## src/rtl/tick_gen_pkg.sv

```systemverilog
// Shared constants and helpers for the tick_gen divider and its channel slices.
package tick_gen_pkg;

  // Divide value that parks a channel: counter held at zero, no strobes.
  localparam int DIV_OFF = 0;

  // Channel-select width, never narrower than one bit.
  function automatic int ch_w(input int n);
    return (n > 1) ? $clog2(n) : 1;
  endfunction

endpackage

```

## src/rtl/tick_gen_ch.sv

```systemverilog
// One divider channel: counter, live and pending divide values, strobe and optional square wave.
// Square-wave flop exists only when TICK_GEN_SQ_OUT_EN is defined; otherwise sq is tied low.
module tick_gen_ch
  import tick_gen_pkg::*;
#(
  parameter int          CNT_W       = 27,
  parameter int unsigned DEFAULT_DIV = 2**18
) (
  input  logic             clk,
  input  logic             rst,
  input  logic             en,
  input  logic             load,
  input  logic [CNT_W-1:0] load_div,
  output logic             pend_o,
  output logic             tick,
  output logic             sq
);

  logic [CNT_W-1:0] cnt_reg;
  logic [CNT_W-1:0] div_reg;
  logic [CNT_W-1:0] pdiv_reg;
  logic             pend_reg;
  logic             tick_reg;
  logic             active;
  logic             wrap;

  assign active = en && (div_reg != CNT_W'(DIV_OFF));
  assign wrap   = active && (cnt_reg == div_reg - CNT_W'(1));

  always_ff @(posedge clk or posedge rst) begin
    if (rst) begin
      cnt_reg  <= '0;
      div_reg  <= CNT_W'(DEFAULT_DIV);
      pdiv_reg <= '0;
      pend_reg <= 1'b0;
      tick_reg <= 1'b0;
    end else begin
      tick_reg <= wrap;
      if (load) begin
        pend_reg <= 1'b1;
        pdiv_reg <= load_div;
      end
      if (wrap) begin
        cnt_reg <= '0;
      end else if (active) begin
        cnt_reg <= cnt_reg + CNT_W'(1);
      end else if (div_reg == CNT_W'(DIV_OFF)) begin
        cnt_reg <= '0;
      end
      // A pending value lands on the wrap (old period's strobe still fires) or at once when idle.
      if (pend_reg && (wrap || !active)) begin
        div_reg  <= pdiv_reg;
        cnt_reg  <= '0;
        pend_reg <= 1'b0;
      end
    end
  end

  assign pend_o = pend_reg;
  assign tick   = tick_reg;

`ifdef TICK_GEN_SQ_OUT_EN
  logic sq_reg;

  always_ff @(posedge clk or posedge rst) begin
    if (rst) begin
      sq_reg <= 1'b0;
    end else if (wrap) begin
      sq_reg <= ~sq_reg;
    end
  end

  assign sq = sq_reg;
`else
  assign sq = 1'b0;
`endif

endmodule

```

## src/rtl/tick_gen.sv

```systemverilog
// Multi-channel programmable tick divider with a per-channel one-deep config slot.
// Define TICK_GEN_SQ_OUT_EN to build the 50%-duty square-wave outputs.
module tick_gen
  import tick_gen_pkg::*;
#(
  parameter int          NUM_CH      = 4,
  parameter int          CNT_W       = 27,
  parameter int unsigned DEFAULT_DIV = 2**18,
  localparam int         CH_W        = ch_w(NUM_CH)
) (
  input  logic              clk,
  input  logic              rst,
  input  logic              en,
  input  logic              cfg_valid,
  output logic              cfg_ready,
  input  logic [CH_W-1:0]   cfg_ch,
  input  logic [CNT_W-1:0]  cfg_div,
  output logic [NUM_CH-1:0] tick,
  output logic [NUM_CH-1:0] sq
);

  logic [NUM_CH-1:0] pend;
  logic [NUM_CH-1:0] load;

  // Out-of-range channel numbers are always ready and the write goes nowhere.
  always_comb begin
    cfg_ready = 1'b1;
    for (int i = 0; i < NUM_CH; i++) begin
      if (32'(cfg_ch) == i) begin
        cfg_ready = !pend[i];
      end
    end
  end

  generate
    for (genvar gi = 0; gi < NUM_CH; gi++) begin : g_ch
      assign load[gi] = cfg_valid && cfg_ready && (32'(cfg_ch) == gi);

      tick_gen_ch #(
        .CNT_W       (CNT_W),
        .DEFAULT_DIV (DEFAULT_DIV)
      ) u_ch (
        .clk      (clk),
        .rst      (rst),
        .en       (en),
        .load     (load[gi]),
        .load_div (cfg_div),
        .pend_o   (pend[gi]),
        .tick     (tick[gi]),
        .sq       (sq[gi])
      );
    end
  endgenerate

endmodule

```

## config.mk

```make
export PLATFORM = sky130hd
export DESIGN_NAME = tick_gen
export DESIGN_NICKNAME = d
export VERILOG_FILES = /design/src/rtl/tick_gen_pkg.sv /design/src/rtl/tick_gen_ch.sv /design/src/rtl/tick_gen.sv
export SDC_FILE = /design/constraint.sdc
export NUM_CORES = 1
export LEC_CHECK = 0
export CAP_MARGIN = 15
export CELL_PAD_IN_SITES_DETAIL_PLACEMENT = 0
export CELL_PAD_IN_SITES_GLOBAL_PLACEMENT = 1
export CORE_ASPECT_RATIO = 1.1
export CORE_UTILIZATION = 49
export DETAILED_ROUTE_END_ITERATION = 10
export PLACE_DENSITY = 0.77
export REMOVE_ABC_BUFFERS = 1
export SYNTH_ARGS = -nofsm -noshare
export SYNTH_HDL_FRONTEND = slang
export SYNTH_HIERARCHICAL = 1
export SYNTH_SLANG_ARGS = --single-unit
export TNS_END_PERCENT = 5
```

## constraint.sdc

```tcl
create_clock -name clk -period 4.6 [get_ports clk]
set_input_delay 0.69 -clock clk [delete_from_list [all_inputs] [get_ports clk]]
set_output_delay 0.69 -clock clk [all_outputs]
set_load 0.03 [all_outputs]
```

# Word-level counts from Yosys, hierarchy flattened
# Index checks and enable logic that the tools add are counted.
# word_totals
ff_bits	332
memories	0
ram_bits	0
latch_bits	0
romBits	0
# op_classes
muxes	28
n_lt_le_gt_ge	0
n_shift	0
multipliers	0
div_mod_pow	0
reduce_logical	46
eq_ne	7
add_sub_neg	8
n_bitwise	0
# ops
operator	n
two-way mux 27 bit	16
adder 27 x 1 -> 27 bit, second input constant	4
equality test 27 bit	4
zero test 27 bit	4
nonzero test 27 bit	4
subtractor 27 x 1 -> 27 bit, second input constant	4
logical AND 1 bit	17
nonzero test 4 bit	4
two-way mux 1 bit	12
zero test 1 bit	8
nonzero test 2 bit	4
equality test 2 bit, second input constant	2
logical OR 1 bit	4
equality test 2 x 1 -> 1 bit, second input constant	1
zero test 2 bit	1

# Logic depth before layout (Yosys ltp)
# depth
ltp_word	9
depth_mapped	15
depth_no_buf	11

# By module
# Netlist, hierarchy kept.
# by_module_without_submodules
module	seq_area_each_um2	instances	area_each_um2	cells_each
tick_gen_ch at g_ch[0].u_ch ...	2078.2	3	6028.3	724
tick_gen_ch at g_ch[3].u_ch	2078.2	1	4652.0	427
tick_gen	0.0	1	61.3	7

# Worst setup path after synthesis
# Ideal clock, no wire load.
# synth_timing
kind	register to register
start	register g_ch[3].u_ch.div_reg[15]
end	register g_ch[3].u_ch.div_reg[0]
path_stages_with_launch	14
t_required_ns	4.475
arrival_time_ns	3.437
setup_ns	0.125
path_slack_ns	1.038
cell_sequence	dfrtp_1 buf_6 or4_1 buf_2 or4_1 buf_2 or2_1 o311a_1 o21ai_2 nand4b_1 nor4b_4 o21ai_4 buf_6 mux2_4
# synth_between
elab_chain_len	5
word_cells_on_any_way	8
# synth_rtl
item	line	source
from (decl)	tick_gen_ch.sv:20	logic [CNT_W-1:0] div_reg;
from (signal assigned)	tick_gen_ch.sv:33	div_reg <= CNT_W'(DEFAULT_DIV);
from (signal assigned)	tick_gen_ch.sv:52	div_reg <= pdiv_reg;
subtractor 27 x 1 -> 27 bit or nonzero test 27 bit (tied branches)	tick_gen_ch.sv:28, tick_gen_ch.sv:27	
equality test 27 bit or logical AND 1 bit (tied branches)	tick_gen_ch.sv:28, tick_gen_ch.sv:27	
logical AND 1 bit or zero test 1 bit (tied branches)	tick_gen_ch.sv:28, tick_gen_ch.sv:51	
logical OR 1 bit (*)	tick_gen_ch.sv:51	if (pend_reg && (wrap || !active)) begin
logical AND 1 bit (*)	tick_gen_ch.sv:51	
# Mark *: on every way between the ends. The rest lies on a longest branch, timed or not.
# A chain may end at the register's enable or synchronous reset.

# Final worst setup path
# layout_timing
start	register g_ch[3].u_ch.div_reg[15]
end	register g_ch[3].u_ch.cnt_reg[12]
# layout_between
elab_chain_len	6
word_cells_on_any_way	13
# layout_rtl
item	line	source
subtractor 27 x 1 -> 27 bit or nonzero test 27 bit (tied branches)	tick_gen_ch.sv:28, tick_gen_ch.sv:27	
equality test 27 bit or logical AND 1 bit (tied branches)	tick_gen_ch.sv:28, tick_gen_ch.sv:27	
logical AND 1 bit or zero test 1 bit (tied branches)	tick_gen_ch.sv:28, tick_gen_ch.sv:51	
logical OR 1 bit	tick_gen_ch.sv:51	
logical AND 1 bit	tick_gen_ch.sv:51	
nonzero test 4 bit (no line) or two-way mux 27 bit (tied branches)	n/a	
to (signal assigned)	tick_gen_ch.sv:46	cnt_reg <= cnt_reg + CNT_W'(1);
to (decl)	tick_gen_ch.sv:19	logic [CNT_W-1:0] cnt_reg;
# Parallel ways exist; a longest one is shown, timed or not.

==> metrics.md <==
| Metric | Value |
|---|---|
| VDD IR max | `0.000389 V` |
| CTS Buf Count | `39` |
| Via Count | `19973` |
| Setup Skew | `0.0147 ns` |
| RSZ-0062 raised after global routing | `no` |
| Root buffer cell | `clkbuf_16` |
| Xor/xnor share of the synthesized area | `5.61%` |
| Die X | `between 200 and 250 um` |
| P per Cell Area | `between 300 and 400 nW/um^2` |
| Vias in the first global route | `19163` |
| First drt pass iteration count | `5` |
| HPWL Detailed | `49.0 mm` |
| Drt initial violations | `1428` |
| Worst setup SP type | `flop` |
| CTS tree | `done` |
| GRT Overall Usage | `29.5%` |
| Clk buf depth | `3` |
| Tcrit/Tclk final | `85.5%` |
| Die ar. | `47400 um^2` |
| Vias per cell | `about 6.4` |
| Synth Area per Inst | `8.75 um^2` |
| Synth unique cells | `84` |
| Worst Hold Class | `reg -> reg` |
| Post-CTS setup buffer count | `0` |
| I/O pin count | `42` |
| Final core utilization | `54.0%` |
| Req. time, crit path | `5.03 ns` |
| Max-Slew Margin vs Limit | `37.3%` |
| Post-route ant nets | `0` |
| Simple-gate portion of the synthesized area | `26.1%` |
| Register area share after synthesis | `36.5%` |
| Setup violations, final | `0` |
| Worst slew pin tran | `~0.93 ns` |
| Mux share of post-synthesis cell area | `7.37%` |
| Main combinational cell family by area after synthesis | `simple AND/OR/NAND/NOR gates` |
| Fmax | `between 0.2 and 0.3 GHz` |
| Crit end category | `flop` |
| Synthesis-stage register bit count | `332` |
| Max-Cap Viols | `0` |
| Worst-path clk slew | `0.06 ns` |
| Crit-path cells | `or4_1 > or4_1 > or2_1 > mux2_2 > o21ai_2 > nand4b_1 > nor4b_4 > buf_4 > o21a_1 > nor2_1` |
| Layout cells sized above 1 | `13.0%` |
| Routed wire length | `between 60 and 70 mm` |
| Pin count of the biggest net entering global routing | `62` |
| Top cell type's share of synthesized area | `36.0%` |
| DRC | `0` |
| CTS H-Tree Depth | `2` |
| Status | `finished, final reports clean` |
| Commonest cells after routing, fill and taps aside | `dfrtp_1 (325), nand2_1 (277), nor2_1 (213)` |
| Fraction of the mapped netlist area in adder cells | `0.659%` |
| Final setup TNS | `0 ns` |
| Netlist Area Pre-Place | `22800 um^2` |
| Core Footprint | `45800 um^2` |
| Critical Path Max Stage Delay | `about 0.64 ns` |
| Setup CP Type | `reg -> reg` |
| DR WL/cell | `~22 um` |
| Post-synth EDFFs | `0` |
| Minimum clock period | `3.93 ns` |
| DP Area | `23400 um^2` |
| Ys async rst share | `100%` |
| Cell mode on critical path | `or4_1` |
| Worst-Skew Late Latency | `around 0.58 ns` |
| Compound-gate portion of the synthesized area | `18.2%` |
| Sink Count | `332` |
| Reg2reg path depth | `10` |
| Pins Over Slew Limit | `0` |
| Post-route cell area | `roughly 25000 um^2` |
| Initial antenna violation count | `4` |
| PostCTS Resize Cnt | `0` |
| # hold bufs at CTS | `0` |
| Critical path arrival | `4.36 ns` |
| Worst hold stages | `1` |
| First-pass GRT wire length | `roughly 110 mm` |
| Synthesized instance count | `approximately 2600` |
| GRT Residual Overflow | `0` |
| Lkg Pwr | `9.19 nW` |
| Die height | `228 um` |
| Ys Warns | `6` |
| Area contributors post-synth | `dfrtp_1 (36%), mux2_2 (5.8%), nand2_1 (4.6%)` |
| Synth Flop Type | `dfrtp_1` |
| Nets | `2573` |
| PortBufs | `37` |
| RePlAce Congestion | `0.947` |
| Final hold viol count | `0` |
| Commonest non-fill, non-tap cell in the layout | `dfrtp_1` |
| FP Rows | `82` |
| Crit Path Max Fanout | `18` |
| Starting density of the core | `approximately half` |
| Area delta synth->final | `8.46%` |
| Post-synth top area cell | `dfrtp_1` |
| Critical-path top delay cell | `or4_1` |
## metal layers
metal	vias to the layer above	GRT usage, %	share of wire [%]
li1	9394	-	-
met1	9869	40.1	44
met2	587	48.5	48
met3	123	4.14	5.3
met4	0	9.51	2.9
met5	-	0	0
## cells by family (layout without fill, tap and decap cells)
| family | Yosys count | after routing |
|---|---|---|
| buffers and inverters | 268 | 217 |
| DFF | 332 | 332 |
| other | 4 | 5 |
| AOI/OAI and AO/OA | 577 | 577 |
| muxes | 142 | 142 |
| adders and majority gates | 12 | 12 |
| and+or+nand+nor | 1125 | 1125 |
| xor gates and xnor gates | 146 | 146 |
## final cells by class
cell class | count | area [um^2]
Timing Repair Buffer | 102 | 933
Tap cell | 588 | 736
Fill cell | 4213 | 21000
Antenna cell | 1 | 2.50
Inverter | 47 | 181
Clock buffer | 54 | 1070
Clock inverter | 14 | 195
Multi-Input combinational cell | 2006 | 13300
Sequential cell | 332 | 8320
## path summary, 6_finish.rpt
path / slack, ns / to / from
max: 0.67 / g_ch[3].u_ch/cnt_reg[12] / g_ch[3].u_ch/div_reg[15]
min: 0.49 / g_ch[2].u_ch/pdiv_reg[5] / g_ch[2].u_ch/pdiv_reg[5]
max reg2reg: 0.67 / g_ch[3].u_ch/cnt_reg[12] / g_ch[3].u_ch/div_reg[15]
min reg2reg: 0.49 / g_ch[2].u_ch/pdiv_reg[5] / g_ch[2].u_ch/pdiv_reg[5]
max in group asynchronous: 2.80 / g_ch[2].u_ch/pend_o / rst
min in group asynchronous: 0.71 / g_ch[3].u_ch/pdiv_reg[24] / rst
## worst max-delay path, delay by kind of cell, from the launching register on
kind / cells / cell delay (ns)
compound gates: 2 / 0.71
simple gates: 6 / 2.08
flops: 1 / 0.46
buf+inv: 1 / 0.24
mux: 1 / 0.29
## synthesized netlist by cell type (64+ instances only)
cell type and instances:
o211ai_1 64, clkbuf_1 156, xnor2_1 70, and2_1 93, a21oi_1 101, o21ai_0 97, nor2_1 213, mux2_2 117
nor2b_1 74, dfrtp_1 328, nand2_1 277, xor2_1 76, nor4_1 69, nand3_1 81
## through the flow
| stage | worst slack (ns) | hold slack, ns | cells | total power [mW] |
|---|---|---|---|---|
| after global routing | 0.394 | 0.513 | 3143 | 9.30 |
| after floorplan | 0.164 | 0.472 | 2385 | 5.13 |
| after CTS | 0.672 | 0.500 | 3142 | 8.94 |
| after global placement | 0.793 | 0.481 | 3074 | 5.67 |
| final | 0.667 | 0.495 | 3144 | 8.86 |
| after detailed placement | 0.684 | 0.487 | 3074 | 5.75 |
## power by group
part / internal (mW) / switching [mW]
logic: 0.881 / 0.924
clock network: 1.81 / 1.32
registers: 3.37 / 0.553
total: 6.06 / 2.80
Note: power is estimated with default switching activity, not from simulation.
